===== src/rtl/clip_sequencer_pkg.sv =====
// Shared types and helpers for the clip record/playback sequencer.
package clip_sequencer_pkg;

    typedef enum logic [2:0] {
        ST_RESET,
        ST_IDLE,
        ST_RECORDING,
        ST_PLAYING,
        ST_ERROR
    } state_e;

    // memory_rw_o encoding
    localparam logic MEM_RW_WRITE = 1'b1;
    localparam logic MEM_RW_READ  = 1'b0;

    // Clip-select width; a single clip still needs a 1-bit select port.
    function automatic int clip_sel_width(input int num_clips);
        return (num_clips > 1) ? $clog2(num_clips) : 1;
    endfunction

endpackage


===== src/rtl/clip_sequencer_button_conditioner.sv =====
// Button conditioner: 2-flop synchronizer followed by a registered
// rising-edge detector. The pulse is high for one clock, three clocks
// after the asynchronous input rises.
module button_conditioner (
    input  logic i_clk,
    input  logic i_rst_n,
    input  logic i_btn,
    output logic o_pulse
);

    logic r_s1, r_s2, r_prev, r_pulse;

    // Synchronize the button, then register a one-cycle rising-edge pulse
    always_ff @(posedge i_clk or negedge i_rst_n) begin
        if (!i_rst_n) begin
            r_s1    <= 1'b0;
            r_s2    <= 1'b0;
            r_prev  <= 1'b0;
            r_pulse <= 1'b0;
        end else begin
            r_s1    <= i_btn;
            r_s2    <= r_s1;
            r_prev  <= r_s2;
            r_pulse <= r_s2 & ~r_prev;
        end
    end

    assign o_pulse = r_pulse;

endmodule


===== src/rtl/clip_sequencer.sv =====
// Clip record/playback sequencer for NUM_CLIPS clip memories.
// Records samples into the selected clip on each sample tick, tracks each
// clip's recorded length, and plays clips back at the same tick rate.
// Optional build macro CLIP_SEQUENCER_LOOP_EN: playback wraps to address 0
// at the end of a clip and keeps going until play is pressed again.
module clip_sequencer
    import clip_sequencer_pkg::*;
#(
    parameter int NUM_CLIPS    = 2,
    parameter int ADDR_WIDTH   = 16,
    parameter int ERROR_CYCLES = 100000000
) (
    input  logic                                 clock_i,
    input  logic                                 reset_i,
    input  logic [clip_sel_width(NUM_CLIPS)-1:0] clip_select_i,
    input  logic                                 play_i,
    input  logic                                 record_i,
    input  logic                                 sample_tick_i,
    output logic                                 serializer_enable_o,
    output logic                                 deserializer_enable_o,
    output logic [NUM_CLIPS-1:0]                 memory_enable_o,
    output logic                                 memory_rw_o,
    output logic [ADDR_WIDTH-1:0]                memory_addr_o,
    output logic [NUM_CLIPS-1:0]                 clip_valid_o,
    output logic                                 busy_o,
    output logic                                 error_o
);

    localparam int CW  = clip_sel_width(NUM_CLIPS);
    localparam int ECW = (ERROR_CYCLES > 1) ? $clog2(ERROR_CYCLES) : 1;
    localparam logic [ECW-1:0]      ERR_LAST = ECW'(ERROR_CYCLES - 1);
    localparam logic [ADDR_WIDTH:0] LEN_ONE  = (ADDR_WIDTH + 1)'(1);

    logic                  w_play_pulse, w_rec_pulse;
    logic [CW-1:0]         r_sel_s1, r_sel_s2;
    state_e                r_state, w_state_nxt;
    logic [CW-1:0]         r_cur_clip, w_cur_clip_nxt;
    logic [ADDR_WIDTH-1:0] r_addr, w_addr_nxt;
    logic [ECW-1:0]        r_err_cnt, w_err_cnt_nxt;
    logic [ADDR_WIDTH:0]   r_len [NUM_CLIPS];
    logic [NUM_CLIPS-1:0]  r_valid;
    logic                  w_commit, w_clr_valid;
    logic [ADDR_WIDTH:0]   w_rec_len;
    logic                  w_sel_ok, w_sel_recorded, w_play_last, w_busy;

    button_conditioner u_play_btn (
        .i_clk   (clock_i),
        .i_rst_n (reset_i),
        .i_btn   (play_i),
        .o_pulse (w_play_pulse)
    );

    button_conditioner u_rec_btn (
        .i_clk   (clock_i),
        .i_rst_n (reset_i),
        .i_btn   (record_i),
        .o_pulse (w_rec_pulse)
    );

    // Clip-select switches need only synchronizing, no edge detection
    always_ff @(posedge clock_i or negedge reset_i) begin
        if (!reset_i) begin
            r_sel_s1 <= '0;
            r_sel_s2 <= '0;
        end else begin
            r_sel_s1 <= clip_select_i;
            r_sel_s2 <= r_sel_s1;
        end
    end

    assign w_sel_ok       = 32'(r_sel_s2) < NUM_CLIPS;
    assign w_sel_recorded = w_sel_ok && r_valid[r_sel_s2];
    // A tick in the stop cycle still writes, so it counts toward the length
    assign w_rec_len      = {1'b0, r_addr} + {{ADDR_WIDTH{1'b0}}, sample_tick_i};
    assign w_play_last    = ({1'b0, r_addr} == (r_len[r_cur_clip] - LEN_ONE));

    // FSM state and datapath registers
    always_ff @(posedge clock_i or negedge reset_i) begin
        if (!reset_i) begin
            r_state    <= ST_RESET;
            r_cur_clip <= '0;
            r_addr     <= '0;
            r_err_cnt  <= '0;
        end else begin
            r_state    <= w_state_nxt;
            r_cur_clip <= w_cur_clip_nxt;
            r_addr     <= w_addr_nxt;
            r_err_cnt  <= w_err_cnt_nxt;
        end
    end

    // Next-state, address and error-timer logic
    always_comb begin
        w_state_nxt    = r_state;
        w_cur_clip_nxt = r_cur_clip;
        w_addr_nxt     = r_addr;
        w_err_cnt_nxt  = '0;
        w_commit       = 1'b0;
        w_clr_valid    = 1'b0;
        case (r_state)
            ST_RESET: w_state_nxt = ST_IDLE;
            ST_IDLE: begin
                w_addr_nxt = '0;
                if (w_rec_pulse) begin
                    if (w_sel_ok) begin
                        w_state_nxt    = ST_RECORDING;
                        w_cur_clip_nxt = r_sel_s2;
                        w_clr_valid    = 1'b1;
                    end else begin
                        w_state_nxt = ST_ERROR;
                    end
                end else if (w_play_pulse) begin
                    if (w_sel_recorded) begin
                        w_state_nxt    = ST_PLAYING;
                        w_cur_clip_nxt = r_sel_s2;
                    end else begin
                        w_state_nxt = ST_ERROR;
                    end
                end
            end
            ST_RECORDING: begin
                if (sample_tick_i)
                    w_addr_nxt = r_addr + ADDR_WIDTH'(1);
                if (w_rec_pulse || (sample_tick_i && (&r_addr))) begin
                    w_commit    = 1'b1;
                    w_state_nxt = ST_IDLE;
                end
            end
            ST_PLAYING: begin
                if (sample_tick_i)
                    w_addr_nxt = r_addr + ADDR_WIDTH'(1);
                if (w_play_pulse) begin
                    w_state_nxt = ST_IDLE;
                end else if (sample_tick_i && w_play_last) begin
`ifdef CLIP_SEQUENCER_LOOP_EN
                    w_addr_nxt = '0;
`else
                    w_state_nxt = ST_IDLE;
`endif
                end
            end
            ST_ERROR: begin
                w_err_cnt_nxt = r_err_cnt + ECW'(1);
                if (r_err_cnt == ERR_LAST)
                    w_state_nxt = ST_IDLE;
            end
            default: w_state_nxt = ST_IDLE;
        endcase
    end

    // Per-clip recorded length and valid flag
    always_ff @(posedge clock_i or negedge reset_i) begin
        if (!reset_i) begin
            for (int i = 0; i < NUM_CLIPS; i++)
                r_len[i] <= '0;
            r_valid <= '0;
        end else begin
            if (w_clr_valid)
                r_valid[r_sel_s2] <= 1'b0;
            if (w_commit) begin
                r_len[r_cur_clip]   <= w_rec_len;
                r_valid[r_cur_clip] <= (w_rec_len != '0);
            end
        end
    end

    assign w_busy                = (r_state == ST_RECORDING) || (r_state == ST_PLAYING);
    assign busy_o                = w_busy;
    assign error_o               = (r_state == ST_ERROR);
    assign serializer_enable_o   = (r_state == ST_PLAYING);
    assign deserializer_enable_o = (r_state == ST_RECORDING);
    assign memory_rw_o           = (r_state == ST_RECORDING) ? MEM_RW_WRITE : MEM_RW_READ;
    assign memory_enable_o       = (w_busy && sample_tick_i) ? (NUM_CLIPS'(1) << r_cur_clip) : '0;
    assign memory_addr_o         = w_busy ? r_addr : '0;
    assign clip_valid_o          = r_valid;

endmodule


===== config.mk =====
export PLATFORM = sky130hd
export DESIGN_NAME = clip_sequencer
export DESIGN_NICKNAME = d
export VERILOG_FILES = /design/src/rtl/clip_sequencer_pkg.sv /design/src/rtl/clip_sequencer_button_conditioner.sv /design/src/rtl/clip_sequencer.sv
export SDC_FILE = /design/constraint.sdc
export NUM_CORES = 1
export LEC_CHECK = 0
export ABC_CLOCK_PERIOD_IN_PS = 3760
export BUFFER_PORTS_ARGS = -buffer_cell sky130_fd_sc_hd__buf_2
export CORE_MARGIN = 1.5
export CORE_UTILIZATION = 45
export DETAILED_ROUTE_END_ITERATION = 8
export PLACE_DENSITY = 0.64
export RECOVER_POWER = 50
export REMOVE_ABC_BUFFERS = 1
export SLEW_MARGIN = 30
export SYNTH_ARGS = -nofsm -noshare
export SYNTH_HDL_FRONTEND = slang
export SYNTH_SLANG_ARGS = --single-unit

===== constraint.sdc =====
create_clock -name clock_i -period 3.76 [get_ports clock_i]
set_input_delay 0.376 -clock clock_i [delete_from_list [all_inputs] [get_ports clock_i]]
set_output_delay 0.376 -clock clock_i [all_outputs]
set_load 0.005 [all_outputs]

==> results by group, run 1 <==
Layout
  – Final Net Count: 594
  – Non-filler cells, final: 731
  – Synthesis-to-finish area growth: 10.39%
  – Final core utilization: 0.5075
  – Antenna Cells: 0
  – Layout cells sized above 1: 0.1173

Critical path
  – WP data required: 4000 ps
  – WP data arrival: 3180 ps
  – Max incr delay on CP: 830 ps
  – Crit-path cells: or3b_2 -> a222oi_1 -> nand2_1 -> a211oi_1 -> a21oi_1 -> nor4_1 -> o31ai_1
  – Crit Path Max Fanout: 23
  – Crit path kind: flop to flop
  – Crit path launch type: flop
  – Slowest CP cell: dfrtp_1
  – Critical path endpoint category: flop

Synth
  – Synth unique cells: 53
  – Top FF cell, synth: dfrtp_1
  – Mapped Cells: 568
  – Synthesized area per cell: 9.203 µm²
  – FFs w/ async S/R, synth: 1.000
  – #FFs+latches synth: 93
  – Synthesized area: 0.005228 mm²
  – Synth warn: 0
  – EDFF count, synth: 0
  – Sequential area share after synthesis: 0.4452

Power
  – Sequential Power Share: 0.377
  – Switching part of the total: 0.3668
  – Clock Power Share: 0.276
  – Pwr Density: 603.8 mW/mm²
  – Leak: 0.002507 µW
  – Int Power: 2206 µW
  – Comb power frac: 0.346
  – Switch Pwr: 1278 µW
  – Worst IR Drop VDD: 0.0002643 V

Floorplanning
  – Die width: 110.8 µm
  – Core Box Area: 0.01137 mm²
  – DIE AREA: 0.01227 mm²
  – Top Ports: 31
  – Chip height: 110.8 µm
  – Starting Density: 0.4598
  – Rows: 39

Timing
  – Fmax achieved: 340.0 MHz
  – Post-route worst setup slack: 818.8 ps
  – Max-slew headroom: -0.4580
  – Period utilisation layout: 0.7822
  – Final hold vios: 0
  – Endpoints failing setup: 0
  – Final min period: 2941 ps
  – Layout Skew: 13.23 ps
  – Pins over their slew limit: 41
  – Worst Tran Pin Value: 2187 ps
  – Unrepaired setup endpoints after global routing: no
  – TNS Setup: 0 ps

Clock network
  – H-tree Lvls: 3
  – Clk_lat worst skew: 360 ps
  – CTS tree: yes
  – Clk buf depth: 2
  – CTS Root Cell: clkbuf_16
  – CTS buffer count: 9
  – Post-CTS Hold Fix Bufs: 0
  – CTS resizes: 0
  – Clock-pin slew on the worst setup and hold paths: 70 ps
  – Clk sinks: 93
  – Post-CTS setup buffers: 0

GRT
  – Total grt overflow: 0
  – Vias in the first global route: 4027
  – Initial antenna violation count: 0
  – All-Layer GR Usage: 0.2111
  – Largest net degree at the start of global routing: 41
  – First-pass GRT wire length: 20420 µm

Drt
  – Per-cell routed wire length: 16.74 µm
  – Routed via count: 4053
  – 1st-iter DRT viols: 210
  – Routed vias/inst: 5.544
  – Remaining antenna violation count: 0
  – DR DRC count: 0
  – Final WL: 12240 µm
  – DRT Pass-1 Iters: 4

Worst hold path
  – HP Class: input port to flop

Place
  – Number of port buffers: 30
  – Pre-CTS setup slack: 830.3 ps
  – Cells after DPL: 715
  – GP Congestion: 0.8627
  – DP Wirelength: 8841 µm

Run status
  – Violated checks: capacitance limit, slew limit
  – Status: finished, violations left

Job
  – Max cap viols: 1
[cells in the mapped netlist (all sizes together), types with 2 or more instances]
cell	n	area share
mux2i	18	0.034
nor4	6	0.0072
a211oi	2	0.0029
buf	14	0.014
o32ai	3	0.0050
a31oi	2	0.0024
xor2	38	0.064
or3b	3	0.0050
nor2b	5	0.0060
dfrtp	93	0.45
nor3b	10	0.015
o211ai	3	0.0043
and2	18	0.022
nor4b	2	0.0034
nor3	15	0.014
or3	7	0.0084
nand2	46	0.033
o22ai	3	0.0036
nor2	74	0.053
mux2	9	0.019
and3	12	0.014
inv	8	0.0057
xnor2	33	0.055
o21ai	23	0.022
nand3	27	0.026
ha	5	0.012
o22a	2	0.0034
clkbuf	19	0.014
or2	4	0.0048
nand2b	5	0.0060
nand4	16	0.019
a22o	2	0.0034
a41o	2	0.0038
a21oi	24	0.023
[registers in the layout (all words and copies together), names as in the netlist]
register / cells
clip_valid_o: 2
r_state: 3
r_sel_s2: 1
u_play_btn.o_pulse: 1
u_play_btn.r_prev: 1
r_addr: 16
u_play_btn.r_s1: 1
u_rec_btn.o_pulse: 1
r_sel_s1: 1
r_len: 34
r_err_cnt: 27
u_play_btn.r_s2: 1
r_cur_clip: 1
u_rec_btn.r_s1: 1
u_rec_btn.r_prev: 1
u_rec_btn.r_s2: 1
[path summary, 6_finish.rpt]
check,from,end,slack [ps],depth (start not counted)
worst max-delay path,r_cur_clip,r_state[1],820,7
worst min-delay path,record_i,u_rec_btn.r_s1,120,1
worst min register to register,u_rec_btn.r_s1,u_rec_btn.r_s2,350,0
max in group asynchronous,reset_i,r_state[2],1430,2
min in group asynchronous,reset_i,r_len[30],660,1
worst max register to register,r_cur_clip,r_state[1],820,7
[cell type report]
class                           count  area [µm²]
Fill cell                        1054        5599
Timing Repair Buffer               37       195.2
Clock inverter                      7       86.33
Tap cell                          143       178.9
Sequential cell                    93        2327
Inverter                            8       30.03
Clock buffer                        9       225.2
Multi-Input combinational cell    434        2728
[power by group through the flow]
| stage | Sequential (µW) | Clock, µW | Combinational [µW] |
|---|---|---|---|
| finish | 1310 | 962 | 1210 |
| global placement | 1320 | 0 | 1170 |
| floorplan | 1300 | 0 | 875 |
| global route | 1340 | 1030 | 1340 |
| detailed placement | 1330 | 0 | 1200 |
| CTS | 1310 | 983 | 1210 |
[critical path: cells and delay by family, from the launching register on]
kind	cells	cell delay, ps
AOI/OAI and AO/OA	4	950
DFF	1	830
and+or+nand+nor	3	1050
[cells in the final DEF, fill, tap and decap left out, types with 3 or more instances in the layout]
cell type,instances
o211ai_1,3
nor4_1,6
nand4_1,16
nor2_1,73
nand3_1,27
clkbuf_16,9
nor3_1,15
nor3b_1,9
ha_1,5
dfrtp_1,93
mux2i_1,18
inv_6,3
or2_2,4
inv_1,8
and3_1,12
or3_1,7
and2_1,18
a21oi_1,24
nand2_1,46
mux2_2,9
xnor2_1,33
o22ai_1,3
nor2b_1,5
xor2_1,38
buf_4,5
nand2b_1,5
o21ai_0,23
buf_2,28
o32ai_1,3
[layer usage]
metal,global-route usage,routed length [µm],vias up
met4,0.1034,331,0
met1,0.2853,5811,1960
li1,-,-,2005
met2,0.3300,5652,67
met3,0.03554,440,21
met5,0,0,-
[cell families (layout without fill, tap and decap cells)]
group | after synthesis | in the layout | share of synthesized area
fa+ha+maj | 5 | 5 | 0.01197
mux | 27 | 27 | 0.05385
simple gates | 255 | 255 | 0.2458
compound gates | 76 | 76 | 0.09072
flops | 93 | 93 | 0.4452
xor+xnor | 71 | 71 | 0.1190
buf+inv | 41 | 61 | 0.03351
[stage by stage]
stage               total power, µW  hold WS, ps  area, µm²
CTS                            3502        6.537       5781
global placement               2492        334.5       5469
global route                   3704        106.3       5771
finish                         3484        119.5       5771
floorplan                      2180        80.41       5082
detailed placement             2529        334.7       5469
(Power assumes the default switching activity.)
==> run 2, diff against run 1 <==
--- a/config.mk
+++ b/config.mk
@@ -5,7 +5,7 @@
 export SDC_FILE = /design/constraint.sdc
 export NUM_CORES = 1
 export LEC_CHECK = 0
-export ABC_CLOCK_PERIOD_IN_PS = 3760
+export ABC_CLOCK_PERIOD_IN_PS = 3020
 export BUFFER_PORTS_ARGS = -buffer_cell sky130_fd_sc_hd__buf_2
 export CORE_MARGIN = 1.5
 export CORE_UTILIZATION = 45
==> constraint.sdc (replaced) <==
create_clock -name clock_i -period 3.02 [get_ports clock_i]
set_input_delay 0.302 -clock clock_i [delete_from_list [all_inputs] [get_ports clock_i]]
set_output_delay 0.302 -clock clock_i [all_outputs]
set_load 0.005 [all_outputs]
==> run 2 against run 1 <==
The run now ends clean; worst setup slack worse by 590 ps; routed wire length up 1.6%; critical path type unchanged; global-route usage up 0.48 points; highest routed layer unchanged.
==> results by group, run 2 (synthesis results as in run 1) <==
Run status
  – Status: finished clean (was finished, violations left)

Drt
  – DRT Pass-1 Iters: 4 (unchanged)
  – Final WL: 12430 µm (was 12240 µm)
  – Per-cell routed wire length: 16.75 µm (was 16.74 µm)
  – Routed vias/inst: 5.647 (was 5.544)
  – DR DRC count: 0 (unchanged)
  – Remaining antenna violation count: 0 (unchanged)
  – 1st-iter DRT viols: 249 (was 210)
  – Routed via count: 4190 (was 4053)

Worst hold path
  – HP Class: input port to flop (unchanged)

Timing
  – Max-slew headroom: 0.3040 (was -0.4580)
  – Unrepaired setup endpoints after global routing: no (unchanged)
  – Period utilisation layout: 0.9243 (was 0.7822)
  – Worst Tran Pin Value: 1044 ps (was 2187 ps)
  – Final min period: 2791 ps (was 2941 ps)
  – Endpoints failing setup: 0 (unchanged)
  – Final hold vios: 0 (unchanged)
  – Layout Skew: 7.058 ps (was 13.23 ps)
  – Post-route worst setup slack: 228.5 ps (was 818.8 ps)
  – Fmax achieved: 358.2 MHz (was 340.0 MHz)
  – Min Hold Slack: 49.69 ps (was 119.5 ps)
  – Pins over their slew limit: 0 (was 41)

Power
  – Leak: 0.002569 µW (was 0.002507 µW)
  – Pwr Density: 756.3 mW/mm² (was 603.8 mW/mm²)
  – Worst IR Drop VDD: 0.0003389 V (was 0.0002643 V)

Floorplanning
  – Core Box Area: 0.01137 mm² (unchanged)
  – Top Ports: 31 (unchanged)
  – Chip height: 110.8 µm (unchanged)
  – DIE AREA: 0.01227 mm² (unchanged)
  – Rows: 39 (unchanged)
  – Die width: 110.8 µm (unchanged)
  – Starting Density: 0.4598 (unchanged)

Place
  – Pre-CTS setup slack: 176.2 ps (was 830.3 ps)
  – Number of port buffers: 30 (unchanged)
  – DP Wirelength: 9037 µm (was 8841 µm)
  – GP Congestion: 0.8949 (was 0.8627)

GRT
  – All-Layer GR Usage: 0.2159 (was 0.2111)
  – Total grt overflow: 0 (unchanged)
  – Initial antenna violation count: 0 (unchanged)
  – Vias in the first global route: 4082 (was 4027)
  – Largest net degree at the start of global routing: 43 (was 41)
  – First-pass GRT wire length: 20830 µm (was 20420 µm)

Clock network
  – Clk sinks: 93 (unchanged)
  – Clk buf depth: 2 (unchanged)
  – Clock-pin slew on the worst setup and hold paths: 70 ps (about the same)
  – CTS tree: yes (unchanged)
  – Clk_lat worst skew: 360 ps (about the same)
  – H-tree Lvls: 3 (unchanged)
  – CTS Root Cell: clkbuf_16 (unchanged)
  – CTS buffer count: 9 (unchanged)

Critical path
  – Crit path kind: flop to flop (unchanged)
  – WP data arrival: 3040 ps (was 3180 ps)
  – R2r setup slk: 230 ps (was 820 ps)
  – Crit path launch type: flop (unchanged)
  – WP data required: 3270 ps (was 4000 ps)
  – Crit Path Max Fanout: 9 (was 23)
  – Critical path endpoint category: flop (unchanged)

Layout
  – Synthesis-to-finish area growth: 12.40% (was 10.39%)
  – Most frequent cells in the layout: dfrtp_1, nor2_1, nand2_1 (unchanged)
  – Antenna Cells: 0 (unchanged)
  – # fillers: 1036 (was 1054)
  – Regs by FF count: r_len: 34 flops, r_err_cnt: 27 flops, r_addr: 16 flops (unchanged)
  – Commonest non-fill, non-tap cell in the layout: dfrtp_1 (unchanged)
  – Max reg flops: 34 (unchanged)
  – Layout cells sized above 1: 0.1352 (was 0.1173)
  – Sequential standard cell area: 0.002328 mm² (was 0.002327 mm²)
  – Final Net Count: 605 (was 594)
  – Reg with most FFs: r_len (unchanged)
  – Multi-input gate area: 0.002730 mm² (was 0.002728 mm²)
  – Final core utilization: 0.5168 (was 0.5075)

Job
  – Max cap viols: 0 (was 1)
==> run 2: cell types whose count changed in the layout (fill, tap and decap cells not counted), sizes merged <==
cell	change
buf	+9
bufinv	+1
clkbuf	+1
dlygate4sd3	+1
inv	-1
==> run 2: final cells by class <==
type / count / area share
flip-flops and latches: 93 / 0.3963
inverters: 8 / 0.005111
multi-input cells: 434 / 0.4647
clock buffers: 9 / 0.03833
repair buffers: 48 / 0.04727
clock inverters: 7 / 0.01789
well taps: 143 / 0.03045
==> run 2: repair_timing <==
action                                  4_1_cts  5_1_grt
endpoints found under the hold margin        40        0
hold buffers                                  1        0
gates resized for setup                       0        2
setup buffers                                 0        0
endpoints found under the setup margin        0        3
==> run 2: worst max-delay path, cell delays in order, from the launching register on <==
cell and delay [ps]:
dfrtp_1 540, ha_1 300, ha_1 360, nand4_1 370
nor2_2 280, mux2_2 350, o22ai_1 210, nand3_1 110
o22a_1 160
==> run 2: per-layer routing <==
metal  wire length, µm  vias up  GRT usage  part of all wire
met2              5936       85     0.3354              0.48
met5                 0        -          0                 0
met1              5745     2063     0.2902              0.46
met3               480       19    0.03773             0.039
met4               267        0     0.1120             0.021
li1                  -     2023          -                 -
==> run 2: worst paths after layout <==
kind                                  from         endpoint  cells after the start
min                               record_i   u_rec_btn.r_s1                      1
min reg2reg                u_play_btn.r_s1  u_play_btn.r_s2                      0
max in group asynchronous          reset_i       r_cur_clip                      3
min in group asynchronous          reset_i        r_len[16]                      2
max reg2reg                      r_addr[0]  clip_valid_o[0]                      8
max                              r_addr[0]  clip_valid_o[0]                      8
==> run 2: power breakdown <==
part	internal [µW]	switching (µW)
clock	740	524
sequential	1400	225
combinational	703	849
total	2850	1600
==> run 2: through the flow <==
stage	instances	total power, µW	setup TNS, ps	cell area (µm²)
3_3_place_gp	725	3133	0	5544
4_1_cts	742	4464	0	5884
5_1_grt	742	4726	0	5876
2_1_floorplan	535	2714	-104.5	5082
3_5_place_dp	725	3176	0	5544
6_report	742	4444	0	5876
